[src/rtl/alu_issue_ctrl_pkg.sv]
// Shared constants for the ALU issue controller: control codes,
// ALUOp/funct encodings and FSM states.
package alu_issue_ctrl_pkg;

  localparam logic [2:0] CTRL_AND = 3'b000;
  localparam logic [2:0] CTRL_OR  = 3'b001;
  localparam logic [2:0] CTRL_ADD = 3'b010;
  localparam logic [2:0] CTRL_SUB = 3'b011;
  localparam logic [2:0] CTRL_SLT = 3'b100;
  localparam logic [2:0] CTRL_NOT = 3'b111;

  localparam logic [1:0] ALUOP_ADD   = 2'b00;
  localparam logic [1:0] ALUOP_SUB   = 2'b01;
  localparam logic [1:0] ALUOP_RTYPE = 2'b10;
  localparam logic [1:0] ALUOP_OR    = 2'b11;

  localparam logic [5:0] FUNCT_ADD = 6'b100000;
  localparam logic [5:0] FUNCT_SUB = 6'b100010;
  localparam logic [5:0] FUNCT_AND = 6'b100100;
  localparam logic [5:0] FUNCT_OR  = 6'b100101;
  localparam logic [5:0] FUNCT_SLT = 6'b101010;

  typedef enum logic [1:0] {
    S_IDLE = 2'b00,
    S_EXEC = 2'b01,
    S_RESP = 2'b10
  } state_t;

endpackage

[src/rtl/alu_issue_ctrl_decode.sv]
// Combinational ALUOp/funct to ALU control decode; also usable by
// the single-cycle datapath.
module alu_ctrl_decode
  import alu_issue_ctrl_pkg::*;
(
  input  logic [1:0] aluop,
  input  logic [5:0] funct,
  output logic [2:0] ctrl,
  output logic       err
);

  always_comb begin
    ctrl = CTRL_NOT;
    err  = 1'b0;
    unique case (1'b1)
      aluop == ALUOP_ADD: ctrl = CTRL_ADD;
      aluop == ALUOP_SUB: ctrl = CTRL_SUB;
      aluop == ALUOP_OR:  ctrl = CTRL_OR;
      aluop == ALUOP_RTYPE: begin
        case (funct)
          FUNCT_ADD: ctrl = CTRL_ADD;
          FUNCT_SUB: ctrl = CTRL_SUB;
          FUNCT_AND: ctrl = CTRL_AND;
          FUNCT_OR:  ctrl = CTRL_OR;
          FUNCT_SLT: ctrl = CTRL_SLT;
          default: begin
            ctrl = CTRL_NOT;
            err  = 1'b1;
          end
        endcase
      end
    endcase
  end

endmodule

[src/rtl/alu_issue_ctrl.sv]
// ALU issue controller: request -> registered ALU operands -> response.
// Optional ALU_ILLEGAL_TRAP_EN answers illegal funct without issuing.
module alu_issue_ctrl
  import alu_issue_ctrl_pkg::*;
#(
  parameter int width = 32
) (
  input  logic             clk,
  input  logic             rst_n,
  input  logic             req_valid,
  output logic             req_ready,
  input  logic [1:0]       req_aluop,
  input  logic [5:0]       req_funct,
  input  logic [width-1:0] req_a,
  input  logic [width-1:0] req_b,
  output logic [width-1:0] alu_a,
  output logic [width-1:0] alu_b,
  output logic [2:0]       alu_ctrl,
  input  logic [width-1:0] alu_out,
  input  logic [1:0]       alu_zero,
  output logic             rsp_valid,
  input  logic             rsp_ready,
  output logic [width-1:0] rsp_result,
  output logic             rsp_zero,
  output logic             rsp_err
);

  state_t     state, state_nxt;
  logic [2:0] dec_ctrl;
  logic       dec_err;
  logic       err_q;
  logic       accept;
  logic       trap;
  logic       unused_zero;

  assign unused_zero = alu_zero[1];

  alu_ctrl_decode u_dec (
    .aluop (req_aluop),
    .funct (req_funct),
    .ctrl  (dec_ctrl),
    .err   (dec_err)
  );

  assign req_ready = (state == S_IDLE) |
                     ((state == S_RESP) & rsp_ready);
  assign accept    = req_valid & req_ready;
  assign rsp_valid = (state == S_RESP);

`ifdef ALU_ILLEGAL_TRAP_EN
  assign trap = dec_err;
`else
  assign trap = 1'b0;
`endif

  always_ff @(posedge clk) begin
    if (!rst_n) state <= S_IDLE;
    else        state <= state_nxt;
  end

  always_comb begin
    state_nxt = state;
    unique case (state)
      S_IDLE: begin
        if (accept) state_nxt = trap ? S_RESP : S_EXEC;
      end
      S_EXEC: state_nxt = S_RESP;
      S_RESP: begin
        if (rsp_ready) begin
          if (accept) state_nxt = trap ? S_RESP : S_EXEC;
          else        state_nxt = S_IDLE;
        end
      end
      default: state_nxt = S_IDLE;
    endcase
  end

  always_ff @(posedge clk) begin
    if (!rst_n) begin
      alu_a      <= '0;
      alu_b      <= '0;
      alu_ctrl   <= CTRL_AND;
      err_q      <= 1'b0;
      rsp_result <= '0;
      rsp_zero   <= 1'b0;
      rsp_err    <= 1'b0;
    end else begin
      if (accept && !trap) begin
        alu_a    <= req_a;
        alu_b    <= req_b;
        alu_ctrl <= dec_ctrl;
        err_q    <= dec_err;
      end
      // trapped requests bypass the ALU and answer directly
      if (state == S_EXEC) begin
        rsp_result <= alu_out;
        rsp_zero   <= alu_zero[0];
        rsp_err    <= err_q;
      end else if (accept && trap) begin
        rsp_result <= '0;
        rsp_zero   <= 1'b1;
        rsp_err    <= 1'b1;
      end
    end
  end

endmodule

[config.mk]
export PLATFORM = sky130hd
export DESIGN_NAME = alu_issue_ctrl
export DESIGN_NICKNAME = d
export VERILOG_FILES = /design/src/rtl/alu_issue_ctrl_pkg.sv /design/src/rtl/alu_issue_ctrl_decode.sv /design/src/rtl/alu_issue_ctrl.sv
export SDC_FILE = /design/constraint.sdc
export NUM_CORES = 1
export LEC_CHECK = 0
export ABC_CLOCK_PERIOD_IN_PS = 1600
export BUFFER_PORTS_ARGS = -buffer_cell sky130_fd_sc_hd__buf_2
export CELL_PAD_IN_SITES_DETAIL_PLACEMENT = 1
export CELL_PAD_IN_SITES_GLOBAL_PLACEMENT = 2
export CORE_AREA = 10 10 142 144
export CTS_CLUSTER_DIAMETER = 100
export DETAILED_ROUTE_END_ITERATION = 10
export DIE_AREA = 0 0 152 154
export GPL_ROUTABILITY_DRIVEN = 0
export GPL_TIMING_DRIVEN = 0
export PLACE_DENSITY = 0.78
export SYNTH_ARGS = -nofsm -noshare
export SYNTH_HDL_FRONTEND = slang
export SYNTH_SLANG_ARGS = --single-unit
[constraint.sdc]
create_clock -name clk -period 1.6 [get_ports clk]
set_input_delay 0.32 -clock clk [delete_from_list [all_inputs] [get_ports clk]]
set_output_delay 0.32 -clock clk [all_outputs]
set_load 0.02 [all_outputs]
== After elaboration in Yosys (flattened, before gate mapping) ==
Index checks and enable logic that the tools add are counted.

* Bits in registers: 104
* Bits in latches: 0
* Memory bits (writable): 0
* ROM bits: 0
* Bits of input ports: 110
* Output and inout port bits: 103
* Logic and storage cells: 35
* Memories kept: 0

* $add $sub $neg: 0
* Multipliers: 0
* Div/mod/pow operators: 0
* $lt $le $gt $ge: 0
* Eq/ne operators: 12
* Shift-type cells: 0
* Muxes and demuxes: 8
* Bitwise logic cells: 3
* Reductions and logical operators: 4

{| class="wikitable"
|+ Operators with widths
! operator !! number
|-
| 6-bit equality test, second input constant || 5
|-
| 3-bit case mux with 5 select lines || 1
|-
| 3-bit case mux with 4 select lines || 1
|-
| 2-bit equality test, second input constant || 3
|-
| 2-bit case mux with 3 select lines || 1
|-
| 5-bit OR reduction || 1
|-
| 2-bit by 1-bit equality test with 1-bit output, second input constant || 2
|-
| 2-bit zero test || 2
|-
| 2-bit two-way mux || 2
|-
| 1-bit two-way mux || 3
|-
| 1-bit AND || 2
|-
| 2-bit by 1-bit != test with 1-bit output, second input constant || 1
|-
| 2-bit != test, second input constant || 1
|-
| 2-bit AND reduction || 1
|-
| 1-bit bitwise OR || 1
|}

== Longest topological paths before layout ==
Gate-level depths: netlist (run 1).

* Depth in word-level cells: 7
* Depth in mapped cells: 6
* Gate-level depth less buffers: 3

== By module ==
From an unflattened synthesis (run 1), not the netlist that was laid out.

* Cell total of the unflattened synthesis: 469
* Area, all modules: 4,151.5 um^2

{| class="wikitable"
|+ By module, submodules not included
! module !! instances !! cells each !! area an instance (um^2) !! seq. area each (um^2)
|-
| alu_issue_ctrl || 1 || 454 || 4,055.1 || 2,082.0
|-
| alu_ctrl_decode || 1 || 15 || 96.3 || 0.0
|}

== Worst setup path after synthesis (run 1) ==
No wires, ideal clock.

* Kind: input to output
* Start: in rsp_ready
* End: out req_ready
* Arrival: 1.054 ns
* Required time: 1.280 ns
* Setup slack: 0.226 ns
* Cell stages on the path: 4
* Path buffers: 2
* Path through: and2b_4 > buf_6 > buf_2 > nor2_1

* Longest elaborated chain between the ends: 2

{| class="wikitable"
|+ RTL lines
! item !! RTL line !! source
|-
| start, declared || alu_issue_ctrl.sv:22 || <nowiki>input logic rsp_ready,</nowiki>
|-
| 1-bit AND || alu_issue_ctrl.sv:46 || <nowiki>((state == S_RESP) & rsp_ready);</nowiki>
|-
| 1-bit bitwise OR || alu_issue_ctrl.sv:45 || <nowiki>assign req_ready = (state == S_IDLE) |</nowiki>
|-
| end, declared || alu_issue_ctrl.sv:11 || <nowiki>output logic req_ready,</nowiki>
|}

Every way passes these cells.

== Worst setup path in the final report (run 1) ==
* Start: reg state[1]
* End: out req_ready

* Longest elaborated chain between the ends: 3
* Elaborated cells between the ends (all ways): 4
* Classes of those cells: eq/ne: 1; bitwise: 2; reduce/logical: 1

{| class="wikitable"
|+ RTL lines
! item !! RTL line !! source
|-
| start, declared || alu_issue_ctrl.sv:28 || <nowiki>state_t state, state_nxt;</nowiki>
|-
| start signal, assigned || alu_issue_ctrl.sv:58 || <nowiki>else state <= state_nxt;</nowiki>
|-
| 2-bit equality test || alu_issue_ctrl.sv:46 ||
|-
| 1-bit AND || alu_issue_ctrl.sv:46 ||
|-
| 1-bit bitwise OR (*) || alu_issue_ctrl.sv:45 ||
|}

Every way passes the cells marked *; elsewhere a longest branch is shown, timed or not.

==> metrics.md, run 1 <==
| Metric | Value |
|---|---|
| Syn_area_per_cell | 8.17 um2 |
| Critical Path Start Type | register |
| GR Overflow Total | 0 |
| Crit path cell chain | and2b_4 -> buf_12 -> nor2_4 -> buf_6 |
| Final min period | 1.53 ns |
| #FFs+latches synth | 104 |
| Async SR Flop Fraction | 0 |
| Hold Slack | 0.210 ns |
| Fin cells | 938 |
| Clk sinks | 104 |
| Die Span Y | 154 um |
| DRT Wirelength | 16.7 mm |
| End of the worst hold path | rsp_result[15]$_SDFFE_PN0N_ |
| Fill count | 2,140 |
| Number of global-route vias before repair | 4,635 |
| CTS Buf Count | 9 |
| R2R depth | 6 |
| CP endpoint kind | primary output |
| Pwr dens | 1090 nW/um2 |
| Internal reg-to-reg setup slack | 0.19 ns |
| Routed len/inst | 17.8 um |
| Netlist cell types | 30 |
| Hold Path Class | in -> reg |
| Worst-Skew Late Latency | 0.35 ns |
| Post-synthesis sequential area ratio | 0.528 |
| Reg clk slew, reported paths | 0.07 ns |
| Fin. max-slew vios | 0 |
| Syn nets | 593 |
| Max incr delay on CP | 0.34 ns |
| Worst-case clock buffer depth | 2 |
| Count leader, synth | dfxtp_1 |
| Drt via density | 4.62 |
| Vias | 4,334 |
| Rows | 48 |
| Leak Pwr | 0.00254 uW |
| Max-cap violation count | 0 |
| Crit path max-delay cell type | dfxtp_2 |
| Hold path depth | 3 |
| Port Buf Inserts | 211 |
| DR pass1 iterations | 4 |
| DIE WIDTH | 152 um |
| Largest net degree at the start of global routing | 20 |
| Total track usage | 0.138 |
| Final hold vios | 0 |
| Dpl hpwl | 13.2 mm |
| CP Buf/Inv Count | 2 |
| Layout Utilization | 0.329 |
| Number of flops mapped to enable cells by yosys | 0 |
| Synth warn | 0 |
| Post-synth top cells | dfxtp_1 (104), a21oi_1 (101), nand2_1 (70), nand3_1 (64), o21ai_0 (61) |
| Top FF cell, synth | dfxtp_1 |
| Mapped Area | 3950 um2 |
| CTS H-tree depth | 3 |
| CTS tree | yes |
| Min-delay src | alu_out[15] |
| First-pass GRT wire length | 26.2 mm |
| Highest clock rate | 656 MHz |
| Setup_tns | 0 ns |
| RSZ-0062 raised after global routing | no |
| Layout area overhead | 43.1% |
| # nets final | 817 |
| Delay-heaviest family, CP | flip-flops |
| Skew final | 0.00582 ns |
| Crit share post-route | 0.953 |
| Worst flop-to-flop path startpoint | state[1]$_SDFFE_PN0P_ |
| Worst-Margin Slew | 0.527 ns |
| Crit Path Max Fanout | 6 |
| Syn Inst Count | 483 |
| Finish-stage setup viols | 0 |
| Post-DP Area | 5280 um2 |
| Die area | 23,400 um2 |
| Initial Util | 0.230 |
| Synth top area cells | dfxtp_1 (53%), a21oi_1 (13%), nand3_1 (8.1%) |
| CTS Root Cell | clkbuf_16 |
| Initial DRC count | 202 |
| Status | complete, no violations |
| Share of cells above drive strength 1 | 0.371 |
| Max-slew headroom | 0.649 |
| Final non-filler cell area | 5650 um2 |
| Inst Count DP | 919 |
| Residual DRC count | 0 |
| R2R Path End | alu_b[15]$_SDFFE_PN0N_ |
| Critical path required time | 1.28 ns |
| Setup CP Type | reg -> out |
| Critical path data arrival time | 1.21 ns |
| Initial antenna violation count | 2 |
| Final ANT Viol Nets | 0 |
| Maximum VDD drop | 0.000472 V |
| IO Count | 213 |
| Area leader, netlist | dfxtp_1 |
| Core Region | 17,200 um2 |
| Area share of the largest cell type after synthesis | 0.528 |
where the power goes:
part	total (uW)	internal [uW]	switching [uW]
clock	2380	1420	966
combinational	979	364	615
sequential	2820	2740	76.4
state kept, by name (all words and copies together), names as in the netlist:
name,count
state,2
alu_a,32
rsp_err,1
rsp_result,32
err_q,1
alu_b,32
alu_ctrl,3
rsp_zero,1
cell type report:
class                           instances  area (um2)  share of cell area
Sequential cell                       104        2080               0.369
Clock buffer                           13         250              0.0443
Multi-Input combinational cell        329        1630               0.288
Inverter                                1        3.75            0.000665
Buffer                                 48         246              0.0437
Clock inverter                          3        65.1              0.0115
Antenna cell                            1        2.50            0.000443
Tap cell                              225         282              0.0499
Timing Repair Buffer                  214        1080               0.192
stage by stage:
stage / total power, uW / setup WS [ns]
floorplan: 3400 / 0.226
global placement: 3830 / -0.0548
detailed placement: 3870 / -0.0542
CTS: 6290 / 0.00801
global route: 6500 / 0.0245
finish: 6180 / 0.0745
placed cells by master (no fill, tap or decap), types with 2 or more instances in the layout:
cell type  instances
clkbuf_2           2
o21ai_1            3
nand3_1           64
nand4_1            2
clkbuf_16          9
o22ai_1            2
dfxtp_1          102
dfxtp_2            2
nor3_1             3
nand2_1           70
bufinv_16          2
buf_1              2
clkbuf_1          18
buf_2            233
nand2b_1           5
nor2b_1            5
o21ai_0           61
a21oi_1          101
buf_4              8
worst min-delay path, delay by kind of cell:
family	cells	cell delay [ns]
AO/OA/AOI/OAI	1	0.05
buffers and inverters	1	0.10
AND/OR/NAND/NOR	1	0.04
kinds of logic (layout without fill, tap and decap cells):
kind of cell / after synthesis / after routing / synth area share
flip-flops: 104 / 104 / 0.528
multiplexers: 1 / 1 / 0.00285
buffers and inverters: 50 / 279 / 0.0621
AND/OR/NAND/NOR: 157 / 157 / 0.186
AO/OA/AOI/OAI: 171 / 171 / 0.222
other: 0 / 1 / 0
routing by layer:
layer,share of wire,up-vias,track usage
li1,-,2120,-
met2,0.47,135,0.231
met1,0.45,2062,0.165
met4,0.012,2,0.0390
met3,0.066,15,0.0480
met5,0.00078,-,0
worst max path at each step:
| stage | start | endpoint | slack, ns | cells past startpoint |
|---|---|---|---|---|
| finish | state[1]$_SDFFE_PN0P_ | req_ready | 0.07 | 4 |
| CTS | state[1]$_SDFFE_PN0P_ | req_ready | 0.008 | 4 |
| global route | state[0]$_SDFFE_PN0P_ | rsp_valid | 0.02 | 2 |
| global placement | rsp_ready | req_ready | -0.05 | 6 |
| detailed placement | rsp_ready | req_ready | -0.05 | 6 |
| floorplan | rsp_ready | req_ready | 0.23 | 4 |
repair_timing:
action	in CTS	in global routing
endpoints found under the setup margin	1	10
resized for setup	7	3
hold buffers	0	0
buffers inserted	0	3
Note: power is estimated with default switching activity, not from simulation.
==> inputs of run 2 (changes only) <==
- CORE_AREA: 10 10 142 144 -> 10 10 131 157
- DIE_AREA: 0 0 152 154 -> 0 0 141 167
- HOLD_SLACK_MARGIN: not set -> 0.08
==> metrics.md, run 2 (synthesis results as in run 1) <==
| Metric | Value |
|---|---|
| Final min period | 1.53 ns (+0.00766 ns) |
| # nets final | 815 (-0.24%) |
| CTS Buf Count | 9 (unchanged) |
| Setup_tns | 0 ns (unchanged) |
| Max-cap violation count | 0 (unchanged) |
| CTS tree | yes |
| CTS Root Cell | clkbuf_16 |
| Initial Util | 0.227 (-0.00261) |
| Initial DRC count | 132 (-35%) |
| Critical path data arrival time | 1.21 ns (about the same) |
| Reg clk slew, reported paths | 0.07 ns (about the same) |
| Switch Pwr | 1680 uW (+1.6%) |
| Fill count | 2,156 (+0.75%) |
| GR Layer Usage met2 | 0.227 (-0.00395) |
| Biggest regs | alu_a (32), alu_b (32), rsp_result (32) |
| Die Span Y | 167 um (+8.4%) |
| Clock share of power | 0.379 (-0.007) |
| Critical Path Start Type | register |
| Crit share post-route | 0.958 (+0.00479) |
| Critical path required time | 1.28 ns (about the same) |
| Most frequent cells in the layout | buf_2 (233), dfxtp_1 (103), a21oi_1 (101) |
| Switch share | 0.277 (+0.00825) |
| Leak Pwr | 0.00252 uW (-0.73%) |
| DRT Wirelength | 16.3 mm (-2.5%) |
| First-pass GRT wire length | 25.4 mm (-3.2%) |
| Die area | 23,500 um2 (+0.59%) |
| Fin. max-slew vios | 0 (unchanged) |
| GRT busiest layer | met2 |
| Most common cell after layout, fill and taps aside | buf_2 |
| Final hold vios | 0 (unchanged) |
| CTS H-tree depth | 3 (unchanged) |
| Crit Path Max Fanout | 19 (+13) |
| Post-DP Area | 5280 um2 (-0.12%) |
| GR Overflow Total | 0 (unchanged) |
| Highest clock rate | 652 MHz (-0.50%) |
| P_int | 4400 uW (-2.5%) |
| CP endpoint kind | primary output |
| Status | complete, no violations |
| Final ANT Viol Nets | 0 (unchanged) |
| Layout area overhead | 42.4% |
| Dpl hpwl | 13.0 mm (-2.1%) |
| Max-slew headroom | 0.634 (-0.0145) |
| Drt via density | 4.56 (-1.3%) |
| Routed len/inst | 17.4 um (-2.0%) |
| M1 GR Usage | 0.146 (-0.0185) |
| Final non-filler cell area | 5620 um2 (-0.47%) |
| Worst-Skew Late Latency | 0.35 ns (about the same) |
| Residual DRC count | 0 (unchanged) |
| Port Buf Inserts | 211 (unchanged) |
| Vias | 4,253 (-1.9%) |
| Sequential share of power | 0.462 (+0.006) |
| Met3 Use GR | 0.0475 (-0.000467) |
| Hold Slack | 0.211 ns (+0.000220 ns) |
| RSZ-0062 raised after global routing | no |
| Fin cells | 933 (-0.53%) |
| Skew final | 0.00659 ns (+0.000765 ns) |
| Maximum VDD drop | 0.000468 V (-1.0%) |
| DR pass1 iterations | 4 (unchanged) |
| Worst-case clock buffer depth | 2 (unchanged) |
| Setup CP Type | reg -> out |
| Comb power frac | 0.160 (about the same) |
| Largest net degree at the start of global routing | 20 (unchanged) |
| Inst Count DP | 914 (-0.54%) |
| CTS hold repair buffers | 0 (unchanged) |
| Worst-Margin Slew | 0.549 ns (+0.0218 ns) |
| Number of global-route vias before repair | 4,621 (-0.30%) |
| Pwr dens | 1080 nW/um2 (-0.96%) |
| Rows | 53 (+10%) |
| Layout Utilization | 0.323 (-0.00525) |
| Share of cells above drive strength 1 | 0.369 (-0.00177) |
| IO Count | 213 (unchanged) |
| Finish-stage setup viols | 0 (unchanged) |
| Core Region | 17,400 um2 (+1.2%) |
| Clk sinks | 104 (unchanged) |
| Hold Path Class | in -> reg |
| Total track usage | 0.133 (-0.00500) |
| DIE WIDTH | 141 um (-7.2%) |
| Initial antenna violation count | 3 (+1) |
## run 2: worst paths after layout
path,start,end,slack [ns],depth (start not counted)
worst max-delay path,state[1]$_SDFFE_PN0P_,req_ready,0.07,4
worst max register to register,state[0]$_SDFFE_PN0P_,alu_a[31]$_SDFFE_PN0N_,0.16,5
worst min register to register,rsp_result[7]$_SDFFE_PN0N_,rsp_result[7]$_SDFFE_PN0N_,0.45,2
worst min-delay path,alu_out[22],rsp_result[22]$_SDFFE_PN0N_,0.21,3
## run 2: layout make-up
| class | count | area, um2 | area share |
|---|---|---|---|
| multi-input cells | 329 | 1630 | 0.289 |
| inverters | 1 | 3.75 | 0.000668 |
| clock inverters | 4 | 51.3 | 0.00913 |
| plain buffers | 48 | 245 | 0.0436 |
| clock buffers | 12 | 256 | 0.0456 |
| diodes | 3 | 7.51 | 0.00134 |
| flip-flops and latches | 104 | 2080 | 0.371 |
| well taps | 220 | 275 | 0.0490 |
| repair buffers | 212 | 1070 | 0.190 |
## run 2: critical path, cell delays in order, from the launching register on
cell	delay, ns
dfxtp_2	0.34
and2b_4	0.18
buf_12	0.15
nor2_4	0.08
buf_6	0.12
## run 2: repair_timing
item | CTS | global route
buffers inserted | 1 | 0
endpoints found under the setup margin | 1 | 1
resized for setup | 5 | 2
## run 2: power by group through the flow
stage / Combinational (uW) / Sequential [uW] / Clock (uW)
after CTS: 991 / 2810 / 2400
after global placement: 959 / 2860 / 0
after detailed placement: 982 / 2870 / 0
final: 972 / 2810 / 2310
after floorplan: 361 / 3040 / 0
after global routing: 1080 / 2830 / 2510
## run 2: metrics by stage
stage / power (uW) / setup slack (ns)
2_1_floorplan: 3400 / 0.226
3_3_place_gp: 3820 / -0.0356
3_5_place_dp: 3850 / -0.0584
4_1_cts: 6200 / 0.0122
5_1_grt: 6420 / 0.000395
6_report: 6090 / 0.0668
## run 2: layer usage
metal	share of wire	routed length (um)
met1	0.41	6620
met2	0.50	8100
met3	0.079	1280
met4	0.016	268
met5	0	0
